**src/rtl/crc22_trailer_framer.sv**
```systemverilog
// Readout framer: passes a contiguous 16-bit word stream and appends
// two CRC-22 (x^22+x+1) trailer words carrying markers and the CRC.
module crc22a (
  input  logic        clock,
  input  logic        reset,
  input  logic        init_i,
  input  logic [15:0] din_i,
  output logic [21:0] crc_o
);

  logic [21:0] crc_q, crc_d;

  // Sixteen serial steps, D[15] first; init_i restarts from a zero seed.
  function automatic logic [21:0] step16(
    input logic [21:0] c,
    input logic [15:0] d
  );
    logic        fb;
    logic [21:0] r;
    r = c;
    for (int i = 15; i >= 0; i--) begin
      fb = r[21] ^ d[i];
      r  = {r[20:0], fb} ^ {20'b0, fb, 1'b0};
    end
    return r;
  endfunction

  always_comb begin
    crc_d = step16(init_i ? 22'b0 : crc_q, din_i);
  end

  always_ff @(posedge clock) begin
    if (reset) crc_q <= '0;
    else       crc_q <= crc_d;
  end

  assign crc_o = crc_q;

endmodule

module crc22_trailer_framer #(
  parameter int          MAX_WORDS = 1024,
  parameter logic [4:0]  MARKER0   = 5'h1A,
  parameter logic [4:0]  MARKER1   = 5'h1B
) (
  input  logic        clock,
  input  logic        reset,
  input  logic [15:0] din_i,
  input  logic        din_valid_i,
  input  logic        din_first_i,
  input  logic        din_last_i,
  output logic        din_ready_o,
  output logic [15:0] dout_o,
  output logic        dout_valid_o,
  output logic        dout_crc_o,
  output logic        dout_last_o,
  output logic [10:0] frame_wc_o,
  output logic        frame_err_o
);

  localparam int CW = $clog2(MAX_WORDS + 1);

  typedef enum logic [1:0] {IDLE, DATA, CRC0, CRC1} state_e;

  state_e        state_q;
  logic [CW-1:0] cnt_q, cnt_d;
  logic [10:0]   hold_q;
  logic [15:0]   dout_q;
  logic          valid_q, crc_q, last_q, err_q;
  logic [10:0]   wc_q;
  logic [21:0]   crc;
  logic          accept, crc_rst, at_max;
  logic [11:0]   wc_sum;

  assign din_ready_o = (state_q == IDLE) || (state_q == DATA);
  assign accept      = din_valid_i && din_ready_o &&
                       (din_first_i || state_q == DATA);
  assign crc_rst     = reset || !accept;
  assign cnt_d       = din_first_i ? CW'(1) : cnt_q + 1'b1;
  assign at_max      = (cnt_d == CW'(MAX_WORDS));
  assign wc_sum      = 12'(cnt_q) + 12'd2;

  // No enable on the CRC: it is zeroed on every cycle nothing is accepted.
  crc22a u_crc (
    .clock  (clock),
    .reset  (crc_rst),
    .init_i (din_first_i),
    .din_i  (din_i),
    .crc_o  (crc)
  );

  always_ff @(posedge clock) begin
    if (reset) begin
      state_q <= IDLE;
      cnt_q   <= '0;
      hold_q  <= '0;
      dout_q  <= '0;
      valid_q <= 1'b0;
      crc_q   <= 1'b0;
      last_q  <= 1'b0;
      err_q   <= 1'b0;
      wc_q    <= '0;
    end else begin
      valid_q <= 1'b0;
      crc_q   <= 1'b0;
      last_q  <= 1'b0;
      err_q   <= 1'b0;
      if (accept) begin
        dout_q  <= din_i;
        valid_q <= 1'b1;
        cnt_q   <= cnt_d;
      end
      unique case (state_q)
        IDLE, DATA: begin
          if (accept) begin
            if (state_q == DATA && din_first_i) err_q <= 1'b1;
            if (din_last_i) begin
              state_q <= CRC0;
            end else if (at_max) begin
              state_q <= IDLE;
              err_q   <= 1'b1;
            end else begin
              state_q <= DATA;
            end
          end else if (state_q == DATA) begin
            state_q <= IDLE;
            err_q   <= 1'b1;
          end
        end
        CRC0: begin
          hold_q  <= crc[21:11];
          dout_q  <= {MARKER0, crc[10:0]};
          valid_q <= 1'b1;
          crc_q   <= 1'b1;
          state_q <= CRC1;
        end
        CRC1: begin
          dout_q  <= {MARKER1, hold_q};
          valid_q <= 1'b1;
          crc_q   <= 1'b1;
          last_q  <= 1'b1;
          wc_q    <= wc_sum[11] ? 11'h7FF : wc_sum[10:0];
          state_q <= IDLE;
        end
      endcase
    end
  end

  assign dout_o       = dout_q;
  assign dout_valid_o = valid_q;
  assign dout_crc_o   = crc_q;
  assign dout_last_o  = last_q;
  assign frame_wc_o   = wc_q;
  assign frame_err_o  = err_q;

endmodule
```
**config.mk**
```make
export PLATFORM = sky130hd
export DESIGN_NAME = crc22_trailer_framer
export DESIGN_NICKNAME = d
export VERILOG_FILES = /design/src/rtl/crc22_trailer_framer.sv
export SDC_FILE = /design/constraint.sdc
export NUM_CORES = 1
export LEC_CHECK = 0
export BUFFER_PORTS_ARGS = -buffer_cell sky130_fd_sc_hd__buf_2
export CORE_MARGIN = 2
export CORE_UTILIZATION = 30
export DETAILED_ROUTE_END_ITERATION = 10
export PLACE_DENSITY_LB_ADDON = 0.1
export SLEW_MARGIN = 20
export SYNTH_ARGS = -nofsm -noshare
export SYNTH_HDL_FRONTEND = slang
export SYNTH_SLANG_ARGS = --single-unit
```
**constraint.sdc**
```tcl
create_clock -name clock -period 2.35 [get_ports clock]
set_input_delay 0.705 -clock clock [delete_from_list [all_inputs] [get_ports clock]]
set_output_delay 0.705 -clock clock [all_outputs]
set_load 0.05 [all_outputs]
```
==> metrics.txt, run 1 <==
Worst Hold Class=flip-flop to flip-flop; met2 wire length=4.059 mm; pre-CTS setup slack=0.2228 ns; CP Max Fanout=9; delay-heaviest family, CP=simple AND/OR/NAND/NOR gates; height of the die=114.5 um; CP Class=flip-flop to flip-flop; EDFF count, synth=0; GRT Total Usage=16.35%; Distinct cells, synth=38; Synth area leaders=dfxtp_1 42%, nand2_1 5.8%, a21oi_1 5.6%, xnor2_1 5.0%, xor2_1 4.8%; list of most frequent post-synthesis cells=77 x dfxtp_1, 57 x nand2_1, 41 x a21oi_1, 37 x nor2_1, 30 x o21ai_0; Critical Path End Type=flip-flop; Hold Buf Count CTS=0; CTS Buf Count=9; fin crit share=86.93%; H-tree Lvls=3; vias per cell=5.061; Area Overhead vs Synth=19.38%; Post-CTS Setup Bufs=0; prevailing post-synth register cell=dfxtp_1; Total Die Area=13100 um^2; hpwl dp=7.053 mm; CTS sink count=77; # DRC=0; worst slew pin tran=0.6788 ns; wirelength, routed=10.18 mm; Port Buffers=52; Cell Pwr Density=760.0 nW/um^2; RSZ-0062 raised after global routing=no; Tmin final=2.043 ns; Setup violations, final=0; layout net count=509; Core Rows=40; initial antenna violation count=0; GRT overflow=0; total negative slack=0 ns; Clock Latency Late Sink=0.34 ns; register bit count reported by yosys=77; met3 routed WL=402 um; top layer in use=met4; Synth Cell Area=3661 um^2; layout cells sized above 1=17.76%; Synth warnings=0; largest net degree at the start of global routing=47; DIE WIDTH=114.5 um; post-synth top area cell=dfxtp_1; register area share after synthesis=42.11%; Clock Skew=0.007487 ns; Avg Inst Size Synth=8.246 um^2; placer's final routability congestion estimate=0.7825; number of global-route vias before repair=2991; final setup margin=0.3072 ns; Max Freq=489.5 MHz; initial core utilization=30.61%; post-synth top area share=42.11%; Max-slew headroom=54.58%; hold violation count in the final report=0; most frequent cell after synthesis=dfxtp_1; max_cap viols=0; critical path cell sequence=ha_1, nand3_2, o21ai_0, nand4_1, nor4b_2, a31oi_1; CP Launch Type=flip-flop; Critical path buffers and inverters=0; Antenna Nets Post-Route=0; ANT cells=0; maximum vdd drop=392.8 uV; leakage power=0.001643 uW; slowest CP cell=dfxtp_1; Synth Instances=444; global-route wire length before repair=16.40 mm; Worst path max stage delay=0.50 ns; Pre-antenna DRT Iters=6; Post-CTS Resized=0; Iter 0 DRT Violations=215; I/O Pins=53; core area=11960 um^2; Post-synth ARST share=0%; CTS max path bufs=2; PnR Total Power=3322 uW; WP data required=2.54 ns; status=complete, no violations; Post-Route M1 WL=5.564 mm; Vias=3224; WL/cell=15.98 um; critical path data arrival time=2.23 ns; CTS tree=done; Worst-path clk slew=0.06 ns; net count after synthesis=468; Final Max Tran Viols=0; CTS root buffer=clkbuf_16
-- kinds of logic (layout without fill, tap and decap cells) --
group / Yosys count / after routing / synth area share [%]
AOI/OAI and AO/OA: 114 / 114 / 18.87
xor gates and xnor gates: 41 / 41 / 9.809
adders and majority gates: 3 / 3 / 1.025
buffers and inverters: 40 / 86 / 5.195
DFF: 77 / 77 / 42.11
muxes: 1 / 1 / 0.2734
and+or+nand+nor: 168 / 168 / 22.73
-- layout by cell type (no fill, tap or decap), drive strengths merged, types with 2 or more instances in the layout --
master / Yosys / layout
o21ai: 31 / 31
a311oi: 12 / 12
clkbuf: 15 / 12
a211oi: 21 / 21
clkinv: 0 / 2
nor2: 38 / 38
or3: 22 / 22
xor2: 20 / 20
buf: 19 / 64
nor3b: 3 / 3
nand2: 57 / 57
a21oi: 41 / 41
ha: 3 / 3
nand3: 5 / 5
and2: 8 / 8
xnor2: 21 / 21
nor2b: 12 / 12
nor3: 9 / 9
dfxtp: 77 / 77
inv: 6 / 6
nand4: 6 / 6
nand3b: 2 / 2
bufinv: 0 / 2
nor4: 3 / 3
a31oi: 6 / 6
-- registers in the layout (all words and copies together) (netlist names) --
signal        flops
u_crc.crc_o      22
dout_o           16
cnt_q            11
dout_crc_o        1
state_q           2
frame_wc_o       11
dout_last_o       1
dout_valid_o      1
frame_err_o       1
hold_q           11
-- final timing paths --
path	startpoint	endpoint	slack, ns	cells past startpoint
max reg2reg	cnt_q[0]	state_q[0]	0.31	6
min reg2reg	hold_q[6]	hold_q[6]	0.45	2
max	cnt_q[0]	state_q[0]	0.31	6
min	hold_q[6]	hold_q[6]	0.45	2
-- metrics by stage --
step | hold WS, ns | area [um^2] | cells | util (%)
after global routing | 0.4814 | 4370 | 637 | 36.54
after CTS | 0.4581 | 4370 | 637 | 36.54
after floorplan | 0.4214 | 3661 | 444 | -
after detailed placement | 0.4498 | 4044 | 621 | 33.81
after global placement | 0.4396 | 4044 | 621 | 33.81
final | 0.4549 | 4370 | 637 | 36.54
-- power by group --
group	total [uW]	internal, uW	switching (uW)
sequential	1390	1350	34.7
clock	1530	985	542
combinational	408	121	288
total	3320	2460	865
-- worst register-to-register path, cell delays in order, from the launching register on --
cell,delay (ns)
dfxtp_1,0.50
ha_1,0.34
nand3_2,0.21
o21ai_0,0.22
nand4_1,0.12
nor4b_2,0.37
a31oi_1,0.13
-- final cells by class --
cell class | instances | area, um^2
Inverter | 6 | 22.52
Tap cell | 147 | 183.9
Timing Repair Buffer | 64 | 362.8
Fill cell | 1281 | 7591
Clock buffer | 12 | 256.5
Multi-Input combinational cell | 327 | 1933
Sequential cell | 77 | 1541
Clock inverter | 4 | 70.07
-- metal layers --
metal | up-vias | GRT usage (%)
met2 | 65 | 22.45
met5 | - | 0
met1 | 1520 | 24.62
met3 | 10 | 3.123
met4 | 0 | 6.829
li1 | 1629 | -
(Power assumes the default switching activity.)
==> inputs of run 2 (changes only) <==
--- a/config.mk
+++ b/config.mk
@@ -8,8 +8,10 @@
 export BUFFER_PORTS_ARGS = -buffer_cell sky130_fd_sc_hd__buf_2
 export CORE_MARGIN = 2
 export CORE_UTILIZATION = 30
+export CTS_BUF_LIST = sky130_fd_sc_hd__clkbuf_16
 export DETAILED_ROUTE_END_ITERATION = 10
 export PLACE_DENSITY_LB_ADDON = 0.1
+export RECOVER_POWER = 50
 export SLEW_MARGIN = 20
 export SYNTH_ARGS = -nofsm -noshare
 export SYNTH_HDL_FRONTEND = slang
==> run 2 against run 1 <==
  * Total power down 2.4%
  * Sequential share of layout area up 0.64 points
  * Via count down 0.19%
  * Final cell count unchanged
  * Critical path type unchanged
  * Critical path depth unchanged
  * Largest power group unchanged
  * First-iteration DRC count down 2.3%
  * Final area down 1.8%
  * Routed wire length up 1.4%
==> metrics.txt, run 2 (synthesis gave the netlist of run 1 again) <==
initial core utilization=30.61%; critical path data arrival time=2.24 ns; layout cells sized above 1=11.22%; CTS sink count=77; CTS max path bufs=2; max_cap viols=0; Max Freq=488.5 MHz; CP Launch Type=flip-flop; CTS Buf Count=9; Worst-path clk slew=0.06 ns; RSZ-0062 raised after global routing=no; WHS Path Cells=2; GRT overflow=0; I/O Pins=53; r2r startpoint=cnt_q[0]; Iter 0 DRT Violations=210; core area=11960 um^2; largest net degree at the start of global routing=47; global-route wire length before repair=16.44 mm; filler instances=1296; commonest non-fill, non-tap cell in the layout=dfxtp_1; height of the die=114.5 um; fin crit share=87.11%; r2r endpoint=state_q[0]; placer's final routability congestion estimate=0.7825; DIE WIDTH=114.5 um; Port Buffers=52; # DRC=0; Post-CTS Resized=0; Antenna Nets Post-Route=0; CP Class=flip-flop to flip-flop; Cell Pwr Density=755.1 nW/um^2; Tmin final=2.047 ns; H-tree Lvls=3; Hold Buf Count CTS=0; critical path cell sequence=ha_1, nand3_2, o21ai_0, nand4_1, nor4b_2, a31oi_1; WL/cell=16.20 um; total negative slack=0 ns; Worst Hold Class=flip-flop to flip-flop; CTS root buffer=clkbuf_16; Multi-input gate area=1933 um^2; flop-to-flop setup slack=0.30 ns; Pre-antenna DRT Iters=4; initial antenna violation count=0; Clock Skew=0.006054 ns; Critical path origin=cnt_q[0]; Critical Path End Type=flip-flop; ANT cells=0; Worst path max stage delay=0.50 ns; Vias=3218; CP Max Fanout=9; Max-slew headroom=28.85%; Layout Utilization=35.89%; hold path start=hold_q[9]; GRT Total Usage=16.40%; Total Die Area=13100 um^2; commonest cells after routing, fill and taps aside=77 x dfxtp_1, 57 x nand2_1, 41 x a21oi_1, 37 x nor2_1; CTS tree=done; max reg flops=22; Area Overhead vs Synth=17.26%; maximum vdd drop=393.6 uV; register area=1541 um^2; Final Max Tran Viols=0; Core Rows=40; Clock Latency Late Sink=0.34 ns; hpwl dp=7.053 mm; worst slew pin tran=1.067 ns; vias per cell=5.052; hold violation count in the final report=0; Post-CTS Setup Bufs=0; Setup violations, final=0; worst r2r path cells=6; status=complete, no violations; layout net count=509; slowest CP cell=dfxtp_1; wirelength, routed=10.32 mm; Worst Hold End=hold_q[9]; WP data required=2.54 ns; number of global-route vias before repair=2996; leakage power=0.001505 uW
-- run 2: cell count changes in the layout (fill, tap and decap cells not counted) --
cell / change
clkbuf_1: +29
clkbuf_2: +3
clkbuf_8: -2
inv_1: +1
clkinv_1: +2
buf_12: -1
buf_2: -30
buf_4: -2
-- run 2: critical path: cells and delay by family (launching register included) --
| family | cells | cell delay, ns |
|---|---|---|
| and+or+nand+nor | 3 | 0.71 |
| AOI/OAI and AO/OA | 2 | 0.35 |
| adders and majority gates | 1 | 0.34 |
| DFF | 1 | 0.50 |
-- run 2: stage by stage --
step / total power (uW) / worst slack, ns / hold slack (ns) / cells / area (um^2)
after floorplan: 1688 / 0.2962 / 0.4214 / 444 / 3661
after global placement: 1825 / 0.2292 / 0.4396 / 621 / 4044
after detailed placement: 1826 / 0.2228 / 0.4498 / 621 / 4044
after CTS: 3294 / 0.2682 / 0.4581 / 637 / 4350
after global routing: 3369 / 0.1126 / 0.4814 / 637 / 4293
final: 3241 / 0.3028 / 0.4550 / 637 / 4293
-- run 2: where the power goes --
part	total, uW	switching, uW	internal (uW)	leakage (uW)
sequential	1390	35.3	1350	0.000625
combinational	397	288	109	0.000724
clock	1460	543	915	0.000155
total	3240	866	2380	0.00150
-- run 2: layout make-up --
class	count	area share, %
multi-input cells	327	45.03
flip-flops and latches	77	35.91
repair buffers	64	7.112
clock buffers	9	5.246
well taps	147	4.284
clock inverters	7	1.894
inverters	6	0.5246
-- run 2: worst max-delay path by stage --
stage / endpoint / cells after the start
4_1_cts: state_q[0] / 6
3_3_place_gp: u_crc.crc_o[20] / 5
2_1_floorplan: din_ready_o / 4
3_5_place_dp: cnt_q[7] / 7
5_1_grt: state_q[0] / 6
6_report: state_q[0] / 6
-- run 2: routing by layer --
metal  wire, um  share of wire [%]  global-route usage (%)
met3        406                3.9                   3.123
met1       5550                 54                   24.62
met4        166                1.6                   6.829
met2       4197                 41                   22.64
met5          0                  0                       0
